**src/rtl/bus_arbiter_if.sv**
```systemverilog
// Shared-bus handshake bundle: per-client requests in, one registered beat out.
// master is the arbiter side, slave is the clients/consumer side.
interface bus_arbiter_if #(
  parameter int WIDTH   = 2,
  parameter int CLIENTS = 4
);
  logic [CLIENTS-1:0][WIDTH-1:0] messages;
  logic [CLIENTS-1:0]            write;
  logic [CLIENTS-1:0]            sent;
  logic [WIDTH-1:0]              message;
  logic                          valid;
  logic                          ready;

  modport master (
    input  messages, write, ready,
    output sent, message, valid
  );

  modport slave (
    output messages, write, ready,
    input  sent, message, valid
  );
endinterface

```
**src/rtl/bus_arbiter.sv**
```systemverilog
// Work-conserving round-robin bus arbiter with burst ownership and valid/ready output.
// Optional BUS_FIXED_PRIO_EN makes client 0 strict-priority without disturbing rotation.
module bus_arbiter #(
  parameter int WIDTH     = 2,
  parameter int CLIENTS   = 4,
  parameter int MAX_BURST = 1
) (
  input logic           clock,
  input logic           reset,
  bus_arbiter_if.master bus
);
  localparam int RW = $clog2(CLIENTS);
  localparam int CW = $clog2(MAX_BURST + 1);

  typedef enum logic { IDLE, OWNED } state_t;

  state_t        state;
  logic [RW-1:0] rr;
  logic [CW-1:0] cnt;
  logic          load;
  logic          hit;
  logic          prio;
  logic [RW-1:0] win;

  function automatic logic [RW-1:0] inc(input logic [RW-1:0] x);
    return (x == RW'(CLIENTS - 1)) ? '0 : x + 1'b1;
  endfunction

  assign load = !bus.valid || bus.ready;

  always_comb begin
    int j;
    hit  = 1'b0;
    prio = 1'b0;
    win  = '0;
    j    = 0;
    for (int i = 0; i < CLIENTS; i++) begin
      j = int'(rr) + i;
      if (j >= CLIENTS) j -= CLIENTS;
      if (!hit && bus.write[j]) begin
        hit = 1'b1;
        win = RW'(j);
      end
    end
`ifdef BUS_FIXED_PRIO_EN
    if (bus.write[0]) begin
      hit  = 1'b1;
      prio = 1'b1;
      win  = '0;
    end
`endif
  end

  always_comb begin
    bus.sent = '0;
    if (!reset && load && hit) bus.sent[win] = 1'b1;
  end

  // While OWNED, rr points at the owner, so the scan naturally favours it.
  always_ff @(posedge clock) begin
    if (reset) begin
      bus.valid   <= 1'b0;
      bus.message <= '0;
      rr          <= '0;
      cnt         <= '0;
      state       <= IDLE;
    end else if (load) begin
      if (hit) begin
        bus.message <= bus.messages[win];
        bus.valid   <= 1'b1;
      end else begin
        bus.valid   <= 1'b0;
      end
      if (hit && !prio) begin
        if (state == OWNED && win == rr) begin
          if (int'(cnt) + 1 >= MAX_BURST) begin
            rr    <= inc(win);
            cnt   <= '0;
            state <= IDLE;
          end else begin
            cnt   <= cnt + 1'b1;
          end
        end else if (MAX_BURST == 1) begin
          rr    <= inc(win);
          cnt   <= '0;
          state <= IDLE;
        end else begin
          rr    <= win;
          cnt   <= CW'(1);
          state <= OWNED;
        end
      end else if (!hit && state == OWNED) begin
        rr    <= inc(rr);
        cnt   <= '0;
        state <= IDLE;
      end
    end
  end
endmodule

```
**src/flat_wrapper.sv**
```systemverilog
// flat-port wrapper written by rule: the top's interface ports become plain ports
module bus_arbiter_flat 
#(
  parameter int WIDTH     = 2,
  parameter int CLIENTS   = 4,
  parameter int MAX_BURST = 1
)
  (clock, reset, bus_messages, bus_write, bus_ready, bus_sent, bus_message, bus_valid);
  bus_arbiter_if #(.WIDTH(WIDTH), .CLIENTS(CLIENTS)) bus_i ();
  input logic clock;
  input logic reset;
  input wire logic [$bits(bus_i.messages)-1:0] bus_messages;
  input wire logic [$bits(bus_i.write)-1:0] bus_write;
  input wire logic [$bits(bus_i.ready)-1:0] bus_ready;
  output wire logic [$bits(bus_i.sent)-1:0] bus_sent;
  output wire logic [$bits(bus_i.message)-1:0] bus_message;
  output wire logic [$bits(bus_i.valid)-1:0] bus_valid;
  assign bus_i.messages = bus_messages;
  assign bus_i.write = bus_write;
  assign bus_i.ready = bus_ready;
  assign bus_sent = bus_i.sent;
  assign bus_message = bus_i.message;
  assign bus_valid = bus_i.valid;
  bus_arbiter #(.WIDTH(WIDTH), .CLIENTS(CLIENTS), .MAX_BURST(MAX_BURST)) u_core (.clock(clock), .reset(reset), .bus(bus_i));
endmodule
```
**config.mk**
```make
export PLATFORM = sky130hd
export DESIGN_NAME = bus_arbiter_flat
export DESIGN_NICKNAME = d
export VERILOG_FILES = /design/src/rtl/bus_arbiter_if.sv /design/src/rtl/bus_arbiter.sv /design/src/flat_wrapper.sv
export SDC_FILE = /design/constraint.sdc
export NUM_CORES = 1
export LEC_CHECK = 0
export CAP_MARGIN = 20
export CORE_UTILIZATION = 43
export DETAILED_ROUTE_END_ITERATION = 8
export MAX_ROUTING_LAYER = met4
export PLACE_DENSITY = 0.82
export SLEW_MARGIN = 15
export SYNTH_ARGS = -nofsm -noshare
export SYNTH_HDL_FRONTEND = slang
export SYNTH_SLANG_ARGS = --single-unit
```
**constraint.sdc**
```tcl
create_clock -name clock -period 3.6 [get_ports clock]
set_input_delay 1.08 -clock clock [delete_from_list [all_inputs] [get_ports clock]]
set_output_delay 1.08 -clock clock [all_outputs]
set_load 0.01 [all_outputs]
```
Word level (Yosys, flattened, before mapping)
Index checks and enable logic that the tools add are counted.
Storage, ports and cells
  bits in registers: 7
  latch bits: 0
  bits in writable memories: 0
  ROM bits: 0
  input port bits: 15
  output and inout bits: 7
  logic and storage cells: 93
  memories kept: 0
Operators by class
  add/subtract/negate cells: 11
  multiply operators: 0
  divide/modulo/power cells: 0
  magnitude comparators: 11
  eq/ne operators: 4
  shifts and indexed selects: 0
  muxes and demuxes: 43
  bitwise gates (word level): 0
  reduce and logical (&&, ||, !) cells: 19
Operator list (number)
  $lt A32 B4 Y1 const B: 4
  $mux W32: 4
  $ge A32 B4 Y1 const B: 3
  $sub A32 B4 Y32 const B: 3
  $ge A32 B2 Y1 const B: 1
  $mux W2: 11
  $mux W1: 21
  $bmux W1 S2: 4
  $logic_and A1 B1 Y1: 8
  $add A2 B2 Y3 const B: 2
  $logic_not A1 Y1: 6
  $add A2 B1 Y2 const B: 2
  $bmux W2 S2: 1
  $eq A2 B2 Y1 const B: 2
  $mux W4: 1
  $reduce_and A2 Y1: 2
  $sub A2 B3 Y4 const B: 1
  $add A2 B1 Y3 const B: 1
  $ge A2 B3 Y1 const B: 1
  $lt A2 B3 Y1 const B: 1
  $ne A3 B3 Y1 const B: 1
  $reduce_and A3 Y1: 1
  $add A1 B1 Y2 const B: 1
  $demux W1 S2: 1
  other kinds (5): 5

Longest topological paths before layout
Gate-level depths: netlist of run 1.
  depth after elaboration: 20
  gate-level depth with buffers: 9
  gate-level depth less buffers: 8

Worst setup path before layout of run 1
Ideal clock, no wire load.
  path type: input -> output
  start point: input port bus_write[2]
  end point: output port bus_sent[3]
  arrival: 2590 ps
  data required time: 2520 ps
  slack: -70 ps
  cell stages on the path: 6
  buffers on the path: 1
  path through: clkbuf_2 -> mux4_2 -> nor2_1 -> a21bo_1 -> a211o_1 -> nor2_1
Between the ends
  longest elaborated chain between the ends: 18
  elaborated cells on any way between the ends: 33
  those cells by class: order compare (2); mux (23); reduce/logical (8)
Ends and longest elaborated chain
  start: declaration: RTL line flat_wrapper.sv:13  | input wire logic [$bits(bus_i.write)-1:0] bus_write;
  $bmux W1 S2: RTL line bus_arbiter.sv:40  | if (!hit && bus.write[j]) begin
  $mux W1 (not written as such) (2 in a row): RTL line bus_arbiter.sv:40
  $mux W1: RTL line bus_arbiter.sv:40
  $logic_not A1 Y1: RTL line bus_arbiter.sv:40
  $logic_and A1 B1 Y1: RTL line bus_arbiter.sv:40
  $mux W1: RTL line bus_arbiter.sv:40
  $logic_not A1 Y1: RTL line bus_arbiter.sv:40
  $logic_and A1 B1 Y1: RTL line bus_arbiter.sv:40
  $mux W1: RTL line bus_arbiter.sv:40
  $logic_not A1 Y1: RTL line bus_arbiter.sv:40
  $logic_and A1 B1 Y1: RTL line bus_arbiter.sv:40
  $mux W2: RTL line bus_arbiter.sv:40
  $lt A2 B3 Y1 (not written as such) / $ge A2 B1 Y1 (equally long branches): RTL line bus_arbiter.sv:56  | if (!reset && load && hit) bus.sent[win] = 1'b1;
  $logic_and A1 B1 Y1 (not written as such): RTL line bus_arbiter.sv:56
  $mux W1 (not written as such): RTL line bus_arbiter.sv:56
  $demux W1 S2
  $mux W4 (*): RTL line bus_arbiter.sv:56
  end: declaration: RTL line flat_wrapper.sv:15  | output wire logic [$bits(bus_i.sent)-1:0] bus_sent;
Mark *: on every way between the ends. The rest lies on a longest branch, timed or not. The select of a mux whose other input is x is not followed.

Worst setup path in the final report of run 1
  start point: input port bus_write[2]
  end point: output port bus_sent[2]
The elaborated chain is that of the path after synthesis.

==> reports/results.txt, run 1 <==
Status: finished with violations
Failing checks: negative setup slack
CP cell instances: buf_6, mux4_2, nor2_1, a21bo_1, and2_4, inv_1, ha_1, and2_4, buf_6
Routed vias/inst: 6.05
Core Util, Final: 76.7%
Worst path required time: 2.52 ns
First DRT Iteration DRCs: 49
Via count: 1059
Seq cells post-synth: 5
Final Hold Fails: 0
Core ar.: 0.00176 mm2
Total wire length: 2610 um
Commonest non-fill, non-tap cell in the layout: buf_4
P_leak: 0.571 nW
DP HPWL: 1810 um
Port Buf Inserts: 21
Crit end category: output pin
Vias in the first global route: 907
Final ANT Viol Nets: 0
Synth Instances: 99
Seq/Total Area, Yosys: 12.1%
Worst-Margin Slew: 0.565 ns
Crit Path Category: input pin to output pin
Non-Filler Instances: 175
Dpl cells: 162
ANT cells: 0
Fmax: 261 MHz
Final worst slack: -0.231 ns
Row cnt: 15
Post-route minimum period: 3.83 ns
Fin crit share: 106%
Final setup fails: 4
Global placer's final weighted congestion: 0.806
Gr ovfl total: 0
Synth warnings: 0
Worst Hold End: u_core.bus.message[1]$_SDFFE_PP0P_
# fillers: 141
Die ar.: 0.00210 mm2
Multi-input logic area: 678 um2
Slew margin rel.: 61.3%
Tot Pwr: 1.00 mW
Starting Density: 46.8%
MaxCap Viol Count: 0
Hold wc startpoint: u_core.bus.message[1]$_SDFFE_PP0P_
First-pass GRT wire length: 3910 um
Worst hold path depth: 2
Cell variety after synth: 37
Pins Over Slew Limit: 0
CTS tree: built
RR Endpoint: u_core.bus.message[0]$_SDFFE_PP0P_
Global-route usage over all layers: 26.7%
DIE WIDTH: 45.8 um
EDFF count, synth: 0
Min-Delay Path Class: flip-flop to flip-flop
Most used DFF post-synth: dfxtp_1
Area growth syn-to-layout: 63.8%
Final net count: 168
Critical Path Source Type: input pin
VDD IR max: 359 uV
Clock skew: 0.000349 ns
CP arrival: 2.75 ns
Worst reg2reg path depth: 11
Initial antenna violation count: 0
RSZ-0062 raised after global routing: yes
Register area: 100 um2
TritonCTS Buffers: 3
Crit-path max FO: 6
Crit path largest cell delay: 0.53 ns
H-tree depth: 1
IO Pins: 22
Ys async rst share: 0%
Die height: 45.8 um
Post-Syn Nets: 116
Max clock buf depth: 2
Reg2Reg Setup Slack: 0.79 ns
Commonest cells after routing, fill and taps aside: buf_4 (31), clkdlybuf4s50_1 (13), o2111ai_1 (8), nand3_1 (8)
Largest net degree at the start of global routing: 26
Pwr/cell area: 739 mW/mm2
Cell area after synthesis: 826 um2
DRT Pass-1 Iters: 4
Clock transition at path regs: 0.04 ns
CTS Root Cell: clkbuf_4
CTS sink count: 5
Layout cell share with drive strength beyond 1: 40.7%
Mapped Avg Cell Area: 8.34 um2
# DRC: 0
Hold slack: 0.509 ns
Worst skew pair latency: 0.24 ns
Worst R2R Start: u_core.rr[0]$_SDFFE_PP0P_
Routed WL per cell: 14.9 um
Crit-path slowest cell: mux4_2
==> kinds of logic after synthesis <==
| kind of cell | Yosys count | synth area share (%) |
|---|---|---|
| compound gates | 33 | 35.0 |
| fa+ha+maj | 2 | 3.03 |
| buf+inv | 16 | 9.39 |
| flops | 5 | 12.1 |
| mux | 9 | 17.1 |
| simple gates | 34 | 23.3 |
==> cell usage after synthesis, types with 4 or more instances <==
| master | count | area [um2] |
|---|---|---|
| clkbuf_1 | 4 | 15.0 |
| mux2i_1 | 4 | 40.0 |
| nand3_1 | 9 | 45.0 |
| dfxtp_1 | 5 | 100 |
| a311oi_1 | 4 | 35.0 |
| nor2_1 | 7 | 26.3 |
| o221ai_1 | 4 | 35.0 |
| inv_1 | 7 | 26.3 |
| mux4_2 | 4 | 90.1 |
| o2111ai_1 | 8 | 70.1 |
| a2111oi_0 | 4 | 35.0 |
==> routing by layer <==
layer | GRT usage (%) | wire, um
met3 | 5.95 | 150
met1 | 32.5 | 1140
met5 | - | 0
met2 | 45.7 | 1320
met4 | 3.53 | 0
==> through the flow <==
| stage | TNS, ns | instance area (um2) | worst slack [ns] |
|---|---|---|---|
| floorplan | -0.0355 | 847 | -0.0221 |
| global placement | -3.59 | 1230 | -0.910 |
| detailed placement | -3.84 | 1230 | -1.00 |
| CTS | -0.491 | 1330 | -0.172 |
| global route | -0.814 | 1350 | -0.291 |
| finish | -0.629 | 1350 | -0.231 |
==> critical path, delay by kind of cell <==
kind,cells,cell delay (ns)
muxes,1,0.53
and+or+nand+nor,3,0.50
AOI/OAI and AO/OA,1,0.26
buffers and inverters,3,0.24
adders and majority gates,1,0.14
==> layout make-up <==
class / instances / area share [%]
multi-input combinational: 78 / 50.1
timing repair buffer: 55 / 36.0
sequential: 5 / 7.40
tap: 25 / 2.31
inverter: 8 / 2.22
clock buffer: 4 / 1.94
==> worst max path at each step <==
| stage | startpoint | end | depth (start not counted) |
|---|---|---|---|
| floorplan | bus_write[2] | bus_sent[2] | 8 |
| global placement | bus_write[1] | bus_sent[0] | 7 |
| detailed placement | bus_write[1] | bus_sent[0] | 7 |
| CTS | bus_write[3] | bus_sent[2] | 8 |
| global route | bus_write[2] | bus_sent[2] | 9 |
| finish | bus_write[2] | bus_sent[2] | 9 |
==> sequential cells by signal, indices dropped and copies added (netlist names) <==
signal	flops
u_core.bus.message	2
u_core.bus.valid	1
u_core.rr	2
==> timing repair <==
action | 4_1_cts | 5_1_grt
buffers inserted | 8 | 1
resized for setup | 47 | 4
hold buffers | 0 | 0
pin swaps | 6 | 1
setup endpoints to repair | 4 | 4
==> where the power goes <==
part	switching (mW)	internal, mW
combinational	0.408	0.439
sequential	0.0117	0.0748
clock	0.0239	0.0420
Power figures use the tool's default switching activity.
==> run 2: changes to the inputs <==
--- a/config.mk
+++ b/config.mk
@@ -6,6 +6,7 @@
 export NUM_CORES = 1
 export LEC_CHECK = 0
 export CAP_MARGIN = 20
+export CORE_MARGIN = 1.5
 export CORE_UTILIZATION = 43
 export DETAILED_ROUTE_END_ITERATION = 8
 export MAX_ROUTING_LAYER = met4
==> reports/results.txt, run 2 (same netlist as run 1, synthesis figures left out) <==
Post-route minimum period: 3.76 ns (was 3.83 ns)
Clock skew: 0.00684 ns (was 0.000349 ns)
Gr ovfl total: 0 (unchanged)
Seq pwr share: 8.0% (was 8.7%)
Worst reg2reg path depth: 10 (was 11)
DP HPWL: 1870 um (was 1810 um)
Layout cell share with drive strength beyond 1: 43.0% (was 40.7%)
Global placer's final weighted congestion: 0.859 (was 0.806)
Area growth syn-to-layout: 66.7% (was 63.8%)
Final Hold Fails: 0 (unchanged)
Min-Delay Path Class: flip-flop to flip-flop (unchanged)
DIE WIDTH: 46.8 um (was 45.8 um)
Worst R2R Start: u_core.rr[1]$_SDFFE_PP0P_ (was u_core.rr[0]$_SDFFE_PP0P_)
CP arrival: 2.68 ns (was 2.75 ns)
VDD IR max: 404 uV (was 359 uV)
CTS tree: built (unchanged)
Largest net degree at the start of global routing: 16 (was 26)
RSZ-0062 raised after global routing: yes (unchanged)
Worst Setup EP: bus_sent[2] (unchanged)
Global-route usage over all layers: 28.6% (was 26.7%)
Core ar.: 0.00176 mm2 (unchanged)
CTS Root Cell: clkbuf_4 (unchanged)
GRT busiest layer: met2 (unchanged)
Routed vias/inst: 6.11 (was 6.05)
TritonCTS Buffers: 3 (unchanged)
First-pass GRT wire length: 4310 um (was 3910 um)
Fmax: 266 MHz (was 261 MHz)
Fin crit share: 105% (was 106%)
Crit Path Category: input pin to output pin (unchanged)
Commonest non-fill, non-tap cell in the layout: buf_4 (unchanged)
Pins Over Slew Limit: 0 (unchanged)
Met3 usage: 5.77% (was 5.95%)
Routed WL per cell: 16.0 um (was 14.9 um)
First DRT Iteration DRCs: 35 (was 49)
Via count: 1063 (was 1059)
Final setup fails: 4 (unchanged)
Final net count: 167 (was 168)
P_leak: 0.578 nW (was 0.571 nW)
Worst skew pair latency: 0.25 ns (was 0.24 ns)
Failing checks: negative setup slack (unchanged)
Row cnt: 15 (unchanged)
Pwr/cell area: 768 mW/mm2 (was 739 mW/mm2)
Switching part of the total: 45.0% (was 44.4%)
Most used cell, CP: and2_4
Total wire length: 2780 um (was 2610 um)
Pint: 0.581 mW (was 0.556 mW)
Port Buf Inserts: 21 (unchanged)
Clock Power Share: 6.2% (was 6.6%)
DRT Pass-1 Iters: 4 (unchanged)
RR Endpoint: u_core.bus.message[1]$_SDFFE_PP0P_ (was u_core.bus.message[0]$_SDFFE_PP0P_)
Net switching power: 0.476 mW (was 0.444 mW)
# DRC: 0 (unchanged)
Crit-path max FO: 5 (was 6)
Critical Path Source: bus_write[2] (unchanged)
Die height: 46.8 um (was 45.8 um)
Reg2Reg Setup Slack: 1.24 ns (was 0.79 ns)
# fillers: 122 (was 141)
Non-Filler Instances: 174 (was 175)
Max clock buf depth: 2 (unchanged)
Final ANT Viol Nets: 0 (unchanged)
ANT cells: 0 (unchanged)
Met2 Use GR: 49.9% (was 45.7%)
Worst-Margin Slew: 0.547 ns (was 0.565 ns)
Critical Path Source Type: input pin (unchanged)
Final worst slack: -0.163 ns (was -0.231 ns)
Top flop regs: u_core.bus.message (2), u_core.rr (2), u_core.bus.valid (1) (unchanged)
Tot Pwr: 1.06 mW (was 1.00 mW)
Fin Setup TNS: -0.495 ns (was -0.629 ns)
Vias in the first global route: 974 (was 907)
Initial antenna violation count: 0 (unchanged)
MaxCap Viol Count: 0 (unchanged)
Slew margin rel.: 62.5% (was 61.3%)
Status: finished with violations (unchanged)
Clock transition at path regs: 0.04 ns (about the same)
IO Pins: 22 (unchanged)
CP cell instances: buf_8, mux4_2, nor2_2, a21bo_1, and2_4, inv_2, ha_4, and2_4, buf_6 (was buf_6, mux4_2, nor2_1, a21bo_1, and2_4, inv_1, ha_1, and2_4, buf_6)
Starting Density: 46.8% (unchanged)
Worst path required time: 2.52 ns (about the same)
Crit-path slowest cell: mux4_2 (unchanged)
Crit end category: output pin (unchanged)
CTS sink count: 5 (unchanged)
Core Util, Final: 78.0% (was 76.7%)
Die ar.: 0.00219 mm2 (was 0.00210 mm2)
Commonest cells after routing, fill and taps aside: buf_4 (30), clkdlybuf4s50_1 (13), o2111ai_1 (8), nand3_1 (8) (was buf_4 (31), clkdlybuf4s50_1 (13), o2111ai_1 (8), nand3_1 (8))
H-tree depth: 1 (unchanged)
Dpl cells: 161 (was 162)
Crit path largest cell delay: 0.54 ns (was 0.53 ns)
Met1 Usage GRT: 32.3% (was 32.5%)
Combinational share of power: 85.8% (was 84.8%)
Cts hold-fix bufs: 0 (unchanged)
run 2: worst min path at each step:
stage | from | to | slack [ns] | cells past startpoint
2_1_floorplan | u_core.bus.message[0]$_SDFFE_PP0P_ | u_core.bus.message[0]$_SDFFE_PP0P_ | 0.53 | 2
3_3_place_gp | u_core.bus.message[0]$_SDFFE_PP0P_ | u_core.bus.message[0]$_SDFFE_PP0P_ | 0.49 | 2
3_5_place_dp | u_core.bus.message[1]$_SDFFE_PP0P_ | u_core.bus.message[1]$_SDFFE_PP0P_ | 0.50 | 2
4_1_cts | u_core.bus.message[1]$_SDFFE_PP0P_ | u_core.bus.message[1]$_SDFFE_PP0P_ | 0.51 | 2
5_1_grt | u_core.bus.message[1]$_SDFFE_PP0P_ | u_core.bus.message[1]$_SDFFE_PP0P_ | 0.55 | 2
6_report | u_core.bus.message[1]$_SDFFE_PP0P_ | u_core.bus.message[1]$_SDFFE_PP0P_ | 0.50 | 2
run 2: final cells by class:
cell class	count	area [um2]	share of cell area, %
flip-flops and latches	5	100	7.27
clock buffers	4	26.3	1.91
repair buffers	54	478	34.7
multi-input cells	78	711	51.6
inverters	8	30.0	2.18
well taps	25	31.3	2.27
run 2: power by group through the flow:
stage	sequential, mW	clock [mW]	combinational [mW]
4_1_cts	0.0845	0.0674	0.848
5_1_grt	0.0871	0.0732	0.963
2_1_floorplan	0.0898	0	0.460
3_3_place_gp	0.0847	0	0.700
3_5_place_dp	0.0850	0	0.727
6_report	0.0848	0.0651	0.908
run 2: worst max-delay path: cells and delay by family:
| family | cells | cell delay (ns) |
|---|---|---|
| muxes | 1 | 0.54 |
| and+or+nand+nor | 3 | 0.44 |
| buffers and inverters | 3 | 0.25 |
| adders and majority gates | 1 | 0.12 |
| AOI/OAI and AO/OA | 1 | 0.24 |
run 2: what timing repair did:
item | 4_1_cts | 5_1_grt
gates resized for setup | 55 | 5
setup buffers | 9 | 0
pin swaps | 8 | 2
setup endpoints to repair | 4 | 4
endpoints found under the hold margin | 0 | 0
run 2: routing by layer:
layer | wire length [um] | part of all wire, % | vias up
met2 | 1410 | 51 | 59
met4 | 70 | 2.5 | 0
li1 | - | - | 509
met1 | 1110 | 40 | 489
met3 | 182 | 6.5 | 6
met5 | 0 | 0 | -
run 2: through the flow:
| stage | hold WS [ns] | cell area (um2) | setup slack [ns] |
|---|---|---|---|
| final | 0.501 | 1380 | -0.163 |
| after global routing | 0.549 | 1380 | -0.199 |
| after global placement | 0.493 | 1210 | -0.915 |
| after floorplan | 0.530 | 847 | -0.0221 |
| after CTS | 0.508 | 1350 | -0.123 |
| after detailed placement | 0.496 | 1210 | -0.994 |
==> run 3: changes to the inputs <==
--- a/config.mk
+++ b/config.mk
@@ -7,10 +7,11 @@
 export LEC_CHECK = 0
 export CAP_MARGIN = 20
 export CORE_MARGIN = 1.5
-export CORE_UTILIZATION = 43
+export CORE_UTILIZATION = 50
+export CTS_BUF_LIST = sky130_fd_sc_hd__clkbuf_4
 export DETAILED_ROUTE_END_ITERATION = 8
 export MAX_ROUTING_LAYER = met4
-export PLACE_DENSITY = 0.82
+export PLACE_DENSITY = 0.79
 export SLEW_MARGIN = 15
 export SYNTH_ARGS = -nofsm -noshare
 export SYNTH_HDL_FRONTEND = slang
==> constraint.sdc (replaced) <==
create_clock -name clock -period 3.65 [get_ports clock]
set_input_delay 1.095 -clock clock [delete_from_list [all_inputs] [get_ports clock]]
set_output_delay 1.095 -clock clock [all_outputs]
set_load 0.01 [all_outputs]
==> reports/results.txt, run 3 (same netlist as run 1, synthesis figures left out) <==
Switching part of the total: 47.5% (was 45.0%)
Global placer's final weighted congestion: 0.864 (was 0.859)
Status: finished with violations (unchanged)
# DRC: 0 (unchanged)
Crit-path max FO: 5 (unchanged)
IO Pins: 22 (unchanged)
Worst reg2reg path depth: 13 (was 10)
Worst hold path depth: 2 (unchanged)
Net switching power: 0.545 mW (was 0.476 mW)
Top flop regs: u_core.bus.message (2), u_core.rr (2), u_core.bus.valid (1) (unchanged)
Final net count: 174 (was 167)
Commonest non-fill, non-tap cell in the layout: buf_4 (unchanged)
Buffers & Inverters on Critical Path: 3 (unchanged)
Failing checks: negative setup slack (unchanged)
CP Depth: 8 (was 9)
Min-Delay Path Class: flip-flop to flip-flop (unchanged)
Clock Power Share: 7.1% (was 6.2%)
Critical Path Source Type: input pin (unchanged)
Worst R2R Start: u_core.rr[0]$_SDFFE_PP0P_ (was u_core.rr[1]$_SDFFE_PP0P_)
RSZ-0062 raised after global routing: yes (unchanged)
TritonCTS Buffers: 3 (unchanged)
Fmax: 258 MHz
Final worst slack: -0.220 ns (was -0.163 ns)
Die height: 43.6 um (was 46.8 um)
Routed WL per cell: 23.5 um (was 16.0 um)
Cts hold-fix bufs: 0 (unchanged)
Crit path largest cell delay: 0.52 ns (was 0.54 ns)
Fin Setup TNS: -0.726 ns (was -0.495 ns)
Starting Density: 54.2% (was 46.8%)
Pwr/cell area: 824 mW/mm2 (was 768 mW/mm2)
Non-Filler Instances: 172 (was 174)
Crit Path Category: input pin to output pin (unchanged)
Largest net degree at the start of global routing: 16 (unchanged)
CTS Root Cell: clkbuf_4 (unchanged)
Core ar.: 0.00152 mm2 (was 0.00176 mm2)
P_leak: 0.610 nW (was 0.578 nW)
Max clock buf depth: 2 (unchanged)
Clock skew: 0.00293 ns (was 0.00684 ns)
First DRT Iteration DRCs: 63 (was 35)
Vias in the first global route: 1205 (was 974)
DRT Pass-1 Iters: 4 (unchanged)
Commonest cells after routing, fill and taps aside: buf_4 (35), clkdlybuf4s50_1 (13), o2111ai_1 (8), nand3_1 (8), buf_6 (8) (was buf_4 (30), clkdlybuf4s50_1 (13), o2111ai_1 (8), nand3_1 (8))
Post-route minimum period: 3.87 ns
Final setup fails: 4 (unchanged)
Pre-CTS setup slack: -0.975 ns (was -0.994 ns)
Crit path max-delay family: compound AO/OA/AOI/OAI gates (was multiplexers)
Final ANT Viol Nets: 0 (unchanged)
Die ar.: 0.00190 mm2 (was 0.00219 mm2)
Gr ovfl total: 0 (unchanged)
Core Util, Final: 91.5% (was 78.0%)
Layout cell share with drive strength beyond 1: 44.2% (was 43.0%)
CP cell instances: buf_8, mux4_2, nor2_1, a21bo_1, buf_6, a211o_1, nor2_2, buf_2 (was buf_8, mux4_2, nor2_2, a21bo_1, and2_4, inv_2, ha_4, and2_4, buf_6)
DP HPWL: 2020 um (was 1870 um)
ANT cells: 0 (unchanged)
Crit end category: output pin (unchanged)
VDD IR max: 632 uV (was 404 uV)
First-pass GRT wire length: 5820 um (was 4310 um)
Routed vias/inst: 7.20 (was 6.11)
CTS sink count: 5 (unchanged)
Hold wc startpoint: u_core.bus.message[0]$_SDFFE_PP0P_ (was u_core.bus.message[1]$_SDFFE_PP0P_)
Worst Hold End: u_core.bus.message[0]$_SDFFE_PP0P_ (was u_core.bus.message[1]$_SDFFE_PP0P_)
Global-route usage over all layers: 43.1% (was 28.6%)
Slew margin rel.: 57.2% (was 62.5%)
Row cnt: 14 (was 15)
Worst path required time: 2.55 ns (was 2.52 ns)
Via count: 1239 (was 1063)
Seq pwr share: 8.0% (about the same)
Initial antenna violation count: 0 (unchanged)
Reg2Reg Setup Slack: 0.68 ns (was 1.24 ns)
Hold slack: 0.575 ns (was 0.501 ns)
MaxCap Viol Count: 0 (unchanged)
Fin crit share: 106%
Worst-Margin Slew: 0.624 ns (was 0.547 ns)
Pins Over Slew Limit: 0 (unchanged)
DIE WIDTH: 43.6 um (was 46.8 um)
Pint: 0.603 mW (was 0.581 mW)
Final Hold Fails: 0 (unchanged)
Total wire length: 4050 um (was 2780 um)
Crit-path slowest cell: mux4_2 (unchanged)
CP arrival: 2.77 ns (was 2.68 ns)
Area growth syn-to-layout: 68.8% (was 66.7%)
Dpl cells: 152 (was 161)
Clock transition at path regs: 0.06 ns (was 0.04 ns)
Combinational share of power: 84.9% (was 85.8%)
Worst skew pair latency: 0.26 ns (was 0.25 ns)
RR Endpoint: u_core.bus.message[1]$_SDFFE_PP0P_ (unchanged)
H-tree depth: 1 (unchanged)
CTS tree: built (unchanged)
Port Buf Inserts: 21 (unchanged)
-- run 3: power groups by stage --
stage,clock [mW],combinational (mW),sequential [mW]
floorplan,0,0.453,0.0885
global placement,0,0.698,0.0869
detailed placement,0,0.726,0.0877
CTS,0.0735,0.833,0.0871
global route,0.0844,1.00,0.0919
finish,0.0819,0.975,0.0914
-- run 3: worst max-delay path by stage --
stage,start,end,slack (ns)
2_1_floorplan,bus_write[2],bus_sent[2],-0.002
3_3_place_gp,bus_write[1],bus_sent[2],-0.90
3_5_place_dp,bus_write[2],bus_sent[2],-0.98
4_1_cts,bus_write[2],bus_sent[3],-0.17
5_1_grt,bus_write[2],bus_sent[2],-0.21
6_report,bus_write[3],bus_sent[3],-0.22
-- run 3: through the flow --
step | total power, mW | area, um2
after floorplan | 0.542 | 847
after global placement | 0.785 | 1200
after detailed placement | 0.814 | 1200
after CTS | 0.994 | 1350
after global routing | 1.18 | 1390
final | 1.15 | 1390
-- run 3: repair_timing --
| item | 4_1_cts | 5_1_grt |
|---|---|---|
| endpoints found under the setup margin | 4 | 4 |
| pin swaps | 5 | 5 |
| setup buffers | 14 | 2 |
| gates resized for setup | 47 | 8 |
| cloned | 0 | 0 |
-- run 3: area by class of cell --
cell class,instances,area [um2]
Inverter,8,30.0
Timing Repair Buffer,61,528
Fill cell,62,130
Multi-Input combinational cell,78,686
Clock buffer,4,30.0
Sequential cell,5,100
Tap cell,16,20.0
-- run 3: layer usage --
layer	global-route usage [%]	vias up	wire length, um
met4	21.2	0	182
met1	47.7	584	1500
li1	-	518	-
met3	5.42	22	354
met5	-	-	0
met2	75.0	115	2020
-- run 3: worst reg2reg max path: stages (launching register included) --
cell and delay, ns:
dfxtp_1 0.42, ha_1 0.31, buf_4 0.20, nor3b_1 0.24, o221ai_1 0.19, a21bo_1 0.26, buf_6 0.13, a211o_1 0.29
buf_4 0.15, buf_4 0.12, buf_4 0.13, buf_4 0.12, buf_4 0.13, o221ai_1 0.20
